<file path="src/rtl/apb_mtimer_pkg.sv">
// apb_mtimer_pkg: register map, CTRL layout and shared types for apb_mtimer_multi.
package apb_mtimer_pkg;

    localparam int MaxCmp = 8;

    localparam logic [5:0] WordMtimeLo    = 6'h00;
    localparam logic [5:0] WordMtimeHi    = 6'h01;
    localparam logic [5:0] WordCtrl       = 6'h02;
    localparam logic [5:0] WordStatus     = 6'h03;
    localparam logic [5:0] WordCmpBase    = 6'h04;
    localparam logic [5:0] WordReloadBase = 6'h14;

    localparam int CtrlEnBit    = 0;
    localparam int CtrlPrescLsb = 8;
    localparam int CtrlArLsb    = 16;

    typedef struct packed {
        logic [MaxCmp-1:0] autoreload;
        logic [7:0]        prescaler;
        logic              enable;
    } ctrl_t;

    function automatic logic [5:0] cmp_word(input int ch, input logic hi);
        return WordCmpBase + 6'(2 * ch) + {5'b0, hi};
    endfunction

endpackage

</file>
<file path="src/rtl/mtimer_prescaler.sv">
// mtimer_prescaler: divides enabled cycles by (prescaler+1); clear restarts the count and
// suppresses the tick in that cycle.
module mtimer_prescaler #(
    parameter int W = 3
) (
    input  logic         clk,
    input  logic         rst_n,
    input  logic         enable,
    input  logic         clear,
    input  logic [W-1:0] prescaler,
    output logic         tick
);

    logic [W-1:0] cnt_q;

    assign tick = enable & ~clear & (cnt_q == prescaler);

    always_ff @(posedge clk or negedge rst_n) begin
        if (!rst_n) begin
            cnt_q <= '0;
        end else begin
            cnt_q <= (clear || !enable || tick) ? '0 : cnt_q + W'(1);
        end
    end

endmodule

</file>
<file path="src/rtl/apb_mtimer_multi.sv">
// apb_mtimer_multi: APB machine timer, 64-bit mtime with prescaler and NUM_CMP compare IRQs.
// Define MTIMER_AUTORELOAD_EN to add per-channel RELOAD registers and CTRL autoreload bits.
module apb_mtimer_multi
    import apb_mtimer_pkg::*;
#(
    parameter int NUM_CMP = 1,
    parameter int PRESC_W = 3
) (
    input  logic               clk_i,
    input  logic               rst_ni,
    input  logic               psel_i,
    input  logic               penable_i,
    input  logic               pwrite_i,
    input  logic [31:0]        paddr_i,
    input  logic [31:0]        pwdata_i,
    output logic [31:0]        prdata_o,
    output logic               pready_o,
    output logic               pslverr_o,
    output logic [63:0]        mtime_o,
    output logic [NUM_CMP-1:0] timer_irq_o
);

    localparam logic [7:0]        PrescMask = 8'((32'd1 << PRESC_W) - 1);
    localparam logic [MaxCmp-1:0] ChMask    = MaxCmp'((32'd1 << NUM_CMP) - 1);

    logic                         access, wr, rd, hit, tick, clear;
    logic                         mtime_lo_wr, mtime_hi_wr, ctrl_wr;
    logic [5:0]                   word;
    logic [31:0]                  rdata, ctrl_rd;
    logic [63:0]                  mtime_q;
    logic [31:0]                  shadow_q;
    ctrl_t                        ctrl_q;
    logic [NUM_CMP-1:0]           irq;
    logic [NUM_CMP-1:0][63:0]     cmp;
`ifdef MTIMER_AUTORELOAD_EN
    logic [NUM_CMP-1:0][31:0]     reload;
`endif
    logic                         unused_addr;

    assign access      = psel_i & penable_i;
    assign wr          = access & pwrite_i;
    assign rd          = access & ~pwrite_i;
    assign word        = paddr_i[7:2];
    assign unused_addr = ^{paddr_i[31:8], paddr_i[1:0]};
    assign mtime_lo_wr = wr & (word == WordMtimeLo);
    assign mtime_hi_wr = wr & (word == WordMtimeHi);
    assign ctrl_wr     = wr & (word == WordCtrl);
    assign clear       = ctrl_wr | mtime_lo_wr | mtime_hi_wr;
    assign ctrl_rd     = 32'({ctrl_q.autoreload, ctrl_q.prescaler, 7'b0, ctrl_q.enable});

    mtimer_prescaler #(.W(PRESC_W)) u_presc (
        .clk       (clk_i),
        .rst_n     (rst_ni),
        .enable    (ctrl_q.enable),
        .clear     (clear),
        .prescaler (ctrl_q.prescaler[PRESC_W-1:0]),
        .tick      (tick)
    );

    // A write to either mtime half takes priority over the tick in the same cycle.
    always_ff @(posedge clk_i or negedge rst_ni) begin
        if (!rst_ni) begin
            mtime_q  <= '0;
            ctrl_q   <= '0;
            shadow_q <= '0;
        end else begin
            if (mtime_lo_wr) mtime_q[31:0] <= pwdata_i;
            else if (mtime_hi_wr) mtime_q[63:32] <= pwdata_i;
            else if (tick) mtime_q <= mtime_q + 64'd1;
            if (ctrl_wr) begin
                ctrl_q.enable    <= pwdata_i[CtrlEnBit];
                ctrl_q.prescaler <= pwdata_i[CtrlPrescLsb +: 8] & PrescMask;
`ifdef MTIMER_AUTORELOAD_EN
                ctrl_q.autoreload <= pwdata_i[CtrlArLsb +: MaxCmp] & ChMask;
`endif
            end
            if (rd && word == WordMtimeLo) shadow_q <= mtime_q[63:32];
        end
    end

    for (genvar g = 0; g < NUM_CMP; g++) begin : g_ch
        localparam logic [5:0] LoWord = cmp_word(g, 1'b0);
        localparam logic [5:0] HiWord = cmp_word(g, 1'b1);
        logic [63:0] cmp_q;
        assign irq[g] = ctrl_q.enable & (mtime_q >= cmp_q);
        assign cmp[g] = cmp_q;
`ifdef MTIMER_AUTORELOAD_EN
        logic [31:0] reload_q;
        assign reload[g] = reload_q;
        always_ff @(posedge clk_i or negedge rst_ni) begin
            if (!rst_ni) reload_q <= '0;
            else if (wr && word == WordReloadBase + 6'(g)) reload_q <= pwdata_i;
        end
`endif
        // Bus writes win over the autoreload advance.
        always_ff @(posedge clk_i or negedge rst_ni) begin
            if (!rst_ni) cmp_q <= '1;
            else if (wr && word == LoWord) cmp_q[31:0] <= pwdata_i;
            else if (wr && word == HiWord) cmp_q[63:32] <= pwdata_i;
`ifdef MTIMER_AUTORELOAD_EN
            else if (irq[g] && ctrl_q.autoreload[g]) cmp_q <= cmp_q + {32'd0, reload_q};
`endif
        end
    end

    always_comb begin
        rdata = '0;
        hit   = 1'b0;
        if (word == WordMtimeLo) begin hit = 1'b1; rdata = mtime_q[31:0]; end
        if (word == WordMtimeHi) begin hit = 1'b1; rdata = shadow_q; end
        if (word == WordCtrl)    begin hit = 1'b1; rdata = ctrl_rd; end
        if (word == WordStatus)  begin hit = 1'b1; rdata = 32'(irq); end
        for (int i = 0; i < NUM_CMP; i++) begin
            if (word == cmp_word(i, 1'b0)) begin hit = 1'b1; rdata = cmp[i][31:0]; end
            if (word == cmp_word(i, 1'b1)) begin hit = 1'b1; rdata = cmp[i][63:32]; end
`ifdef MTIMER_AUTORELOAD_EN
            if (word == WordReloadBase + 6'(i)) begin hit = 1'b1; rdata = reload[i]; end
`endif
        end
    end

    assign prdata_o    = (rd && hit) ? rdata : '0;
    assign pready_o    = access;
    assign pslverr_o   = access & ~hit;
    assign mtime_o     = mtime_q;
    assign timer_irq_o = irq;

endmodule

</file>
<file path="config.mk">
export PLATFORM = sky130hd
export DESIGN_NAME = apb_mtimer_multi
export DESIGN_NICKNAME = d
export VERILOG_FILES = /design/src/rtl/apb_mtimer_pkg.sv /design/src/rtl/mtimer_prescaler.sv /design/src/rtl/apb_mtimer_multi.sv
export SDC_FILE = /design/constraint.sdc
export NUM_CORES = 1
export LEC_CHECK = 0
export ABC_AREA = 1
export BUFFER_PORTS_ARGS = -buffer_cell sky130_fd_sc_hd__buf_2
export CORE_MARGIN = 1.5
export CORE_UTILIZATION = 35
export CTS_CLUSTER_SIZE = 28
export DETAILED_ROUTE_END_ITERATION = 12
export SETUP_SLACK_MARGIN = 0.02
export SLEW_MARGIN = 20
export SYNTH_ARGS = -nofsm -noshare
export SYNTH_HDL_FRONTEND = slang
export SYNTH_SLANG_ARGS = --single-unit
</file>
<file path="constraint.sdc">
create_clock -name clk_i -period 1.75 [get_ports clk_i]
set_input_delay 0.175 -clock clk_i [delete_from_list [all_inputs] [get_ports clk_i]]
set_output_delay 0.175 -clock clk_i [all_outputs]
set_load 0.1 [all_outputs]
</file>
# After elaboration in Yosys (flattened, before gate mapping)
# Cells that the tools add are included.
# W data, S select, Z words.
word_totals:
  regBits: 167
  input_bits: 69
  output_inout_bits: 99
  elab_cells: 66
op_classes:
  addsub: 2
  order_cmp: 1
  eq_ne: 7
  n_mux: 18
  n_bitwise: 17
  n_reduce_logical: 13
op_table:
  columns: ["cell", "n"]
  rows:
  - ["$mux W32", 10]
  - ["$add A64 B1 Y64 const B", 1]
  - ["$ge A64 B64 Y1", 1]
  - ["$mux W64", 1]
  - ["$eq A6 B2 Y1 const B", 2]
  - ["$eq A6 B3 Y1 const B", 2]
  - ["$and A1 B1 Y1", 10]
  - ["$eq A6 B1 Y1 const B", 1]
  - ["$logic_not A6 Y1", 1]
  - ["$mux W1", 6]
  - ["$reduce_and A2 Y1", 3]
  - ["$not A1 Y1", 5]
  - ["$logic_and A1 B1 Y1", 4]
  - ["$reduce_bool A2 Y1", 2]
  - ["$add A3 B1 Y3 const B", 1]
  - ["$eq A3 B3 Y1", 1]
  - ["$mux W3", 1]
  - ["$logic_or A1 B1 Y1", 2]
  - ["$ne A2 B2 Y1 const B", 1]
  - ["$or A1 B1 Y1", 2]
  - ["$logic_not A1 Y1", 1]

# Depth between registers and ports, before layout
# Gate-level depths: netlist (run 1).
logic_depth:
  word_depth: 11
  depth_mapped: 19
  mapped_depth_nobuf: 19

# By module
# From an unflattened synthesis (run 1), not the netlist that was laid out.
unflattened:
  cells_unflattened: 1531
  hier_area_um2: 11230.8
by_module_without_submodules:
  columns: ["module", "instances", "cells_each", "area_per_inst_um2", "seq_area_each_um2"]
  rows:
  - ["apb_mtimer_multi", 1, 1505, 11034.3, 4184.0]
  - ["mtimer_prescaler", 1, 26, 196.4, 75.1]

# Worst setup path after synthesis (run 1)
# Ideal clock, no wire load.
synth_timing:
  kind: "register to output"
  start: "reg mtime_q[2] (netlist: mtime_o[2])"
  end: "out prdata_o[2]"
  arrival_ns: 3.543
  t_required_ns: 1.575
  path_slack_ns: -1.968
  stages_incl_launch_ff: 3
  n_path_buf: 0
  path_cell_list: "dfrtp_1 -> a22oi_1 -> a221oi_1"
synth_via:
  elab_chain_len: 7
synth_lines:
  columns: ["item", "line", "rtl"]
  rows:
  - ["start, declared", "apb_mtimer_multi.sv:30", "logic [63:0] mtime_q;"]
  - ["start signal, assigned", "apb_mtimer_multi.sv:67", "if (mtime_lo_wr) mtime_q[31:0] <= pwdata_i;"]
  - ["start signal, assigned", "apb_mtimer_multi.sv:69", "else if (tick) mtime_q <= mtime_q + 64'd1;"]
  - ["$mux W32", "apb_mtimer_multi.sv:109", "if (word == WordMtimeLo) begin hit = 1'b1; rdata = mtime_q[31:0]; end"]
  - ["$mux W32", "apb_mtimer_multi.sv:110", "if (word == WordMtimeHi) begin hit = 1'b1; rdata = shadow_q; end"]
  - ["$mux W32", "apb_mtimer_multi.sv:111", "if (word == WordCtrl) begin hit = 1'b1; rdata = ctrl_rd; end"]
  - ["$mux W32", "apb_mtimer_multi.sv:112", "if (word == WordStatus) begin hit = 1'b1; rdata = 32'(irq); end"]
  - ["$mux W32", "apb_mtimer_multi.sv:114", "if (word == cmp_word(i, 1'b0)) begin hit = 1'b1; rdata = cmp[i][31:0]; end"]
  - ["$mux W32", "apb_mtimer_multi.sv:115", "if (word == cmp_word(i, 1'b1)) begin hit = 1'b1; rdata = cmp[i][63:32]; end"]
  - ["$mux W32", "apb_mtimer_multi.sv:122", "assign prdata_o = (rd && hit) ? rdata : '0;"]
  - ["end, declared", "apb_mtimer_multi.sv:16", "output logic [31:0] prdata_o,"]
# No other way between the ends.

# Worst setup path after layout (run 1)
layout_timing:
  start: "reg g_ch[0].cmp_q[38] (netlist: cmp[38])"
  end: "out prdata_o[0]"
layout_via:
  elab_chain_len: 6
layout_lines:
  columns: ["item", "line", "rtl"]
  rows:
  - ["start, declared", "apb_mtimer_multi.sv:84", "logic [63:0] cmp_q;"]
  - ["start signal, assigned", "apb_mtimer_multi.sv:99", "else if (wr && word == HiWord) cmp_q[63:32] <= pwdata_i;"]
  - ["$ge A64 B64 Y1", "apb_mtimer_multi.sv:85", "assign irq[g] = ctrl_q.enable & (mtime_q >= cmp_q);"]
  - ["$and A1 B1 Y1", "apb_mtimer_multi.sv:85", null]
  - ["$mux W32", "apb_mtimer_multi.sv:112", null]
  - ["$mux W32", "apb_mtimer_multi.sv:114", null]
  - ["$mux W32", "apb_mtimer_multi.sv:115", null]
  - ["$mux W32", "apb_mtimer_multi.sv:122", null]
# No other way between the ends.

==> impl_metrics.env, run 1 <==
export IMPL_cts_htree_levels=4
export IMPL_wl_per_cell_um=22.3
export IMPL_clk_pin_slew_worst_paths_ns=0.07
export IMPL_critical_path_class="flop to primary output"
export IMPL_netlist_cell_type_count=45
export IMPL_tritoncts="done"
export IMPL_fp_dieH_um=184
export IMPL_drtAntennaViolNets=0
export IMPL_cts_sinks=167
export IMPL_area_growth_pct=94.6
export IMPL_tightest_slew_ns=0.524
export IMPL_slew_headroom_pct=65.3
export IMPL_final_util_pct=69.8
export IMPL_drive_gt1_share_pct=61.0
export IMPL_drv_cap=0
export IMPL_rows=65
export IMPL_ir_drop_uv=1510
export IMPL_highest_layer="met4"
export IMPL_critical_path_arrival_ns=2.79
export IMPL_gp_congestion=1.01
export IMPL_avgSynthCellArea_um2=7.30
export IMPL_cts_max_path_buffers=2
export IMPL_drt_iter0_drc=1374
export IMPL_synth_area_top_cells="dfrtp_1 23%, dfstp_2 15%, nand2_1 13%"
export IMPL_synth_async_reset_ratio_pct=100
export IMPL_vias=14600
export IMPL_cp_required_ns=1.57
export IMPL_hp_class="primary input to flop"
export IMPL_antenna_found_initial=0
export IMPL_insertedDiodeCount=0
export IMPL_drt_pass1_iter_count=6
export IMPL_port_buffers=141
export IMPL_crit_slowest_cell="dfstp_2"
export IMPL_cts_made_buffers=17
export IMPL_p_leak_nw=9.51
export IMPL_yosys_area_top_type="dfrtp_1"
export IMPL_core_area_um2=31800
export IMPL_grt_pass1_wl_um=81100
export IMPL_skew_ns=0.0185
export IMPL_critPathCaptureType="primary output"
export IMPL_postSynthCellCount=1563
export IMPL_grt_usage_pct=32.3
export IMPL_synth_edff_count=0
export IMPL_violations="negative setup slack"
export IMPL_setup_viol=95
export IMPL_grt_pass1_vias=13800
export IMPL_grt_start_max_net_pins=73
export IMPL_synth_warnings=8
export IMPL_powerDensity_nw_per_um2=1240
export IMPL_cpPeakStageDelay_ns=0.56
export IMPL_fin_cells=2649
export IMPL_insertion_delay_ns=0.47
export IMPL_critical_path_cell_chain="inv_4, ha_4, nand2_2, nor2_2, nand4_1, nor3_4, nand2_2, nand2_2, nand3_2, nand3_2, nand2_2, clkinvlp_4, buf_12"
export IMPL_io_pins=168
export IMPL_status="finished, violations left"
export IMPL_rsz0062_at_grt="yes"
export IMPL_mappedNetlistArea_um2=11400
export IMPL_yosysTopAreaCellShare_pct=22.6
export IMPL_fmax_ghz=0.337
export IMPL_gr_total_overflow=0
export IMPL_crit_top_cell="nand2_2"
export IMPL_start_util_pct=35.9
export IMPL_dr_wl_met2_um=27600
export IMPL_syn_num_nets=1698
export IMPL_die_w_um=184
export IMPL_dpl_hpwl_um=38700
export IMPL_wl_met3_um=4530
export IMPL_synth_ff_type="dfrtp_1"
export IMPL_ys_ff_latch=167
export IMPL_via_per_inst=5.50
export IMPL_setup_slack_ns=-1.22
export IMPL_met1_length_um=23900
export IMPL_dieArea_um2=33700
export IMPL_drc=0
export IMPL_fin_crit_sh_pct=170
export IMPL_dp_cells=2459
export IMPL_hold_violations=0
export IMPL_critPathMaxFanout=2
export IMPL_drt_wl_total_um=59000
export IMPL_root_buffer="clkbuf_16"
export IMPL_fin_nets=2336
export IMPL_drv_slew=0
export IMPL_post_place_ws_ns=-0.959
export IMPL_yosysSeqAreaShare_pct=37.3
export IMPL_min_period_ns=2.97
export IMPL_setup_worst_path_start_class="flop"
-- final timing paths --
path,start,endpoint,slack (ns),depth (start not counted)
max in group asynchronous,rst_ni,mtime_o[31],0.87,3
min reg2reg,shadow_q[16],shadow_q[16],0.50,2
min,pwdata_i[8],mtime_o[40],0.02,3
min in group asynchronous,rst_ni,shadow_q[13],0.13,2
max reg2reg,mtime_o[0],mtime_o[32],-0.53,12
max,cmp[38],prdata_o[0],-1.22,13
-- registers in the layout, summed over array words and instances, names as in the netlist --
signal         flops
mtime_o           64
ctrl_q             4
shadow_q          32
u_presc.cnt_q      3
cmp               64
-- through the flow --
stage          area, um2  power [mW]  hold slack, ns  setup TNS, ns
3_5_place_dp       17500        19.8          0.0483         -20.82
4_1_cts            20000        25.0         0.00235         -20.37
3_3_place_gp       17500        19.7          0.0425         -19.63
6_report           22200        27.5          0.0154         -23.61
2_1_floorplan      13100        14.9          -0.121         -10.75
5_1_grt            22200        28.6          0.0309         -29.13
-- power by group --
| part | switching, mW | leakage [nW] | internal, mW | total [mW] |
|---|---|---|---|---|
| logic | 11.6 | 7.33 | 6.12 | 17.7 |
| registers | 0.764 | 1.91 | 5.07 | 5.83 |
| clock network | 1.80 | 0.269 | 2.15 | 3.95 |
-- logic make-up after synthesis --
logic type | Yosys count | share of synthesized area (%)
AND/OR/NAND/NOR | 688 | 25.8
buffers and inverters | 289 | 9.74
flip-flops | 167 | 37.3
AO/OA/AOI/OAI | 327 | 17.9
XOR/XNOR | 26 | 2.00
adder cells (fa/ha/maj) | 66 | 7.24
-- critical path: cells and delay by family, from the launching register on --
| family | cells | cell delay, ns |
|---|---|---|
| simple gates | 9 | 1.21 |
| flops | 1 | 0.56 |
| buf+inv | 3 | 0.29 |
| fa+ha+maj | 1 | 0.27 |
-- cell usage in the layout, fill, tap and decap left out, types with 39 or more instances in the layout --
| cell | Yosys | layout |
|---|---|---|
| buf_12 | 0 | 64 |
| buf_2 | 9 | 97 |
| buf_4 | 4 | 338 |
| buf_6 | 0 | 141 |
| dfrtp_1 | 103 | 39 |
| dfrtp_4 | 0 | 63 |
| dfstp_2 | 64 | 64 |
| inv_1 | 219 | 155 |
| inv_2 | 14 | 53 |
| nand2_1 | 388 | 278 |
| nand2_2 | 5 | 82 |
| nand4_1 | 39 | 39 |
| nor2_1 | 121 | 46 |
| nor2_4 | 2 | 48 |
| o21ai_0 | 123 | 109 |
-- layer usage --
metal	global-route usage, %	vias to the layer above
met5	0	-
met4	12.6	0
met3	6.02	170
met2	52.4	705
met1	42.5	7155
li1	-	6528
-- synth_stat cells (3+ instances only) --
master and number:
xnor2_1 8, or2_2 4, buf_2 9, nor4_1 3
ha_1 66, dfstp_2 64, buf_4 4, nand3_1 74
nor2_2 4, nor2_1 121, clkbuf_1 36, o221ai_2 9
buf_1 5, dfrtp_1 103, nand2_2 5, nand2_1 388
a221oi_1 14, inv_1 219, o21ai_1 32, o221ai_1 17
a31oi_1 18, nor3_1 36, inv_2 14, o21ai_0 123
a21oi_1 51, xor2_1 18, a22oi_1 30, o211ai_1 24
nand4_1 39
-- cell type report --
class / count / area (um2)
Fill cell: 2343 / 9600
Clock inverter: 13 / 145
Clock buffer: 19 / 443
Multi-Input combinational cell: 1107 / 9050
Tap cell: 435 / 544
Timing Repair Buffer: 673 / 6510
Inverter: 235 / 1010
Sequential cell: 167 / 4500
-- repair_timing --
action,CTS,global route
gates resized for setup,347,351
cloned,7,5
pin swaps,147,190
hold endpoints to repair,116,0
buffers inserted,59,111
hold buffers,5,0
endpoints found under the setup margin,89,101
Note: power is estimated with default switching activity, not from simulation.
==> run 2: changes to the inputs <==
--- a/config.mk
+++ b/config.mk
@@ -11,6 +11,7 @@
 export CORE_UTILIZATION = 35
 export CTS_CLUSTER_SIZE = 28
 export DETAILED_ROUTE_END_ITERATION = 12
+export GPL_TIMING_DRIVEN = 1
 export SETUP_SLACK_MARGIN = 0.02
 export SLEW_MARGIN = 20
 export SYNTH_ARGS = -nofsm -noshare
==> constraint.sdc (replaced) <==
create_clock -name clk_i -period 2.8 [get_ports clk_i]
set_input_delay 0.28 -clock clk_i [delete_from_list [all_inputs] [get_ports clk_i]]
set_output_delay 0.28 -clock clk_i [all_outputs]
set_load 0.1 [all_outputs]
==> run 2 against run 1 <==
The flow still finishes with violations (negative setup slack). Die area stayed put. Clock skew shrank 0.0014 ns. Clock power decreased by 36%. Non-clock buffer count is 438 lower. Wire length fell by 24%. Power shrank 49%. Utilization shrank 22 points. Count of clock-buffer cells in the layout grew 1. Critical path type unchanged. Largest power group unchanged.
==> impl_metrics.env, run 2 (synthesis results as in run 1) <==
export IMPL_status="finished, violations left"
export IMPL_violations="negative setup slack"
export IMPL_tightest_slew_ns=0.676
export IMPL_grt_usage_pct=26.9
export IMPL_fp_dieH_um=184
export IMPL_cts_htree_levels=4
export IMPL_cts_made_buffers=17
export IMPL_grt_pass1_vias=11400
export IMPL_skew_ns=0.0171
export IMPL_cp_required_ns=2.52
export IMPL_fin_nets=1898
export IMPL_fin_cells=2211
export IMPL_via_per_inst=5.33
export IMPL_finalPower_mw=13.9
export IMPL_setup_viol=2
export IMPL_drtAntennaViolNets=0
export IMPL_whs_ns=0.107
export IMPL_gr_total_overflow=0
export IMPL_vias=11800
export IMPL_dp_cells=2168
export IMPL_clkPwrFrac_pct=18.1
export IMPL_p_int_mw=6.40
export IMPL_dieArea_um2=33700
export IMPL_core_area_um2=31800
export IMPL_critPathCaptureType="primary output"
export IMPL_hp_class="primary input to flop"
export IMPL_min_period_ns=2.98
export IMPL_drive_gt1_share_pct=31.1
export IMPL_cts_sinks=167
export IMPL_gp_congestion=0.954
export IMPL_setup_worst_path_start_class="flop"
export IMPL_path_delay_family="simple AND/OR/NAND/NOR gates"
export IMPL_p_switching_mw=7.54
export IMPL_drv_slew=0
export IMPL_combPwrFrac_pct=56.0
export IMPL_wl_per_cell_um=20.2
export IMPL_drc=0
export IMPL_final_cell_area_um2=15200
export IMPL_clk_pin_slew_worst_paths_ns=0.08
export IMPL_setup_slack_ns=-0.184
export IMPL_port_buffers=141
export IMPL_drt_pass1_iter_count=5
export IMPL_powerDensity_nw_per_um2=920
export IMPL_drv_cap=0
export IMPL_layout_commonest_cell="nand2_1"
export IMPL_nFillCells=3122
export IMPL_tritoncts="done"
export IMPL_area_growth_pct=32.9
export IMPL_antenna_found_initial=0
export IMPL_io_pins=168
export IMPL_crit_slowest_cell="dfstp_2"
export IMPL_swShare_pct=54.1
export IMPL_cts_max_path_buffers=2
export IMPL_hold_violations=0
export IMPL_insertion_delay_ns=0.45
export IMPL_drt_wl_total_um=44600
export IMPL_fmax_ghz=0.335
export IMPL_insertedDiodeCount=0
export IMPL_critical_path_arrival_ns=2.70
export IMPL_ir_drop_uv=688
export IMPL_drt_iter0_drc=976
export IMPL_rows=65
export IMPL_root_buffer="clkbuf_16"
export IMPL_dpl_hpwl_um=34700
export IMPL_cpPeakStageDelay_ns=0.55
export IMPL_fin_crit_sh_pct=107
export IMPL_place_area_um2=14000
export IMPL_grt_start_max_net_pins=65
export IMPL_critical_path_cell_chain="inv_1, ha_1, nand2_1, inv_1, nand2_1, nand2_1, nand2_2, a21oi_1, nor2_1, nand2_1, nand2_2, nand2_2, nand3_2, nand3_2, nand2_2, clkinvlp_4, buf_12"
export IMPL_die_w_um=184
export IMPL_critPathMaxFanout=3
export IMPL_post_place_ws_ns=0.0423
export IMPL_start_util_pct=35.9
export IMPL_grt_pass1_wl_um=68000
export IMPL_mostFrequentLayoutCells="359 x nand2_1, 213 x inv_1, 118 x o21ai_0"
export IMPL_r2r_slack_ns=0.27
export IMPL_slew_headroom_pct=54.9
export IMPL_p_leak_nw=6.26
export IMPL_crit_buf_inv=4
export IMPL_rsz0062_at_grt="yes"
export IMPL_critical_path_class="flop to primary output"
export IMPL_seqPwrFrac_pct=25.9
run 2: cell type report:
cell class                 count  area [um2]  share of cell area, %
clock buffer                  20         467                   3.08
clock inverter                12         143                  0.940
tap                          435         544                   3.59
timing repair buffer         235        1990                   13.1
multi-input combinational   1107        6800                   44.8
sequential                   167        4340                   28.6
inverter                     235         886                   5.84
run 2: layer usage:
| metal | part of all wire, % | vias up | track usage [%] | wire length [um] |
|---|---|---|---|---|
| met4 | 2.6 | 0 | 8.85 | 1150 |
| met2 | 47 | 369 | 43.8 | 20800 |
| met3 | 5.1 | 49 | 3.53 | 2270 |
| met5 | 0 | - | 0 | 0 |
| met1 | 46 | 5748 | 36.8 | 20400 |
| li1 | - | 5628 | - | - |
run 2: worst paths after layout:
kind,from,end,depth (start not counted)
min in group asynchronous,rst_ni,shadow_q[6],2
worst min register to register,u_presc.cnt_q[0],u_presc.cnt_q[0],1
worst max register to register,mtime_o[40],mtime_o[50],10
worst min-delay path,pwdata_i[1],cmp[1],3
max in group asynchronous,rst_ni,cmp[16],3
worst max-delay path,cmp[19],prdata_o[0],17
run 2: per-stage QoR:
step                      setup TNS [ns]  utilization, %
final                             -0.317            47.7
after CTS                         -0.393            46.7
after global placement                 0            44.1
after global routing              -0.509            47.7
after floorplan                    -2.40               -
after detailed placement               0            44.1
run 2: worst register-to-register path, delay by kind of cell, from the launching register on:
kind / cells / cell delay (ns)
DFF: 1 / 0.43
and+or+nand+nor: 6 / 1.42
buffers and inverters: 2 / 0.37
AOI/OAI and AO/OA: 2 / 0.18
run 2: timing repair:
action / 4_1_cts / 5_1_grt
hold buffers: 1 / 0
setup endpoints to repair: 2 / 2
endpoints found under the hold margin: 24 / 0
gates resized for setup: 43 / 53
buffers inserted: 3 / 8
pin swaps: 19 / 27
run 2: power by group through the flow:
stage | clock [mW] | sequential (mW) | combinational [mW]
2_1_floorplan | 0 | 6.46 | 2.21
3_3_place_gp | 0 | 3.58 | 7.16
3_5_place_dp | 0 | 3.59 | 7.24
4_1_cts | 2.56 | 3.57 | 7.44
5_1_grt | 2.65 | 3.68 | 8.35
6_report | 2.52 | 3.62 | 7.80
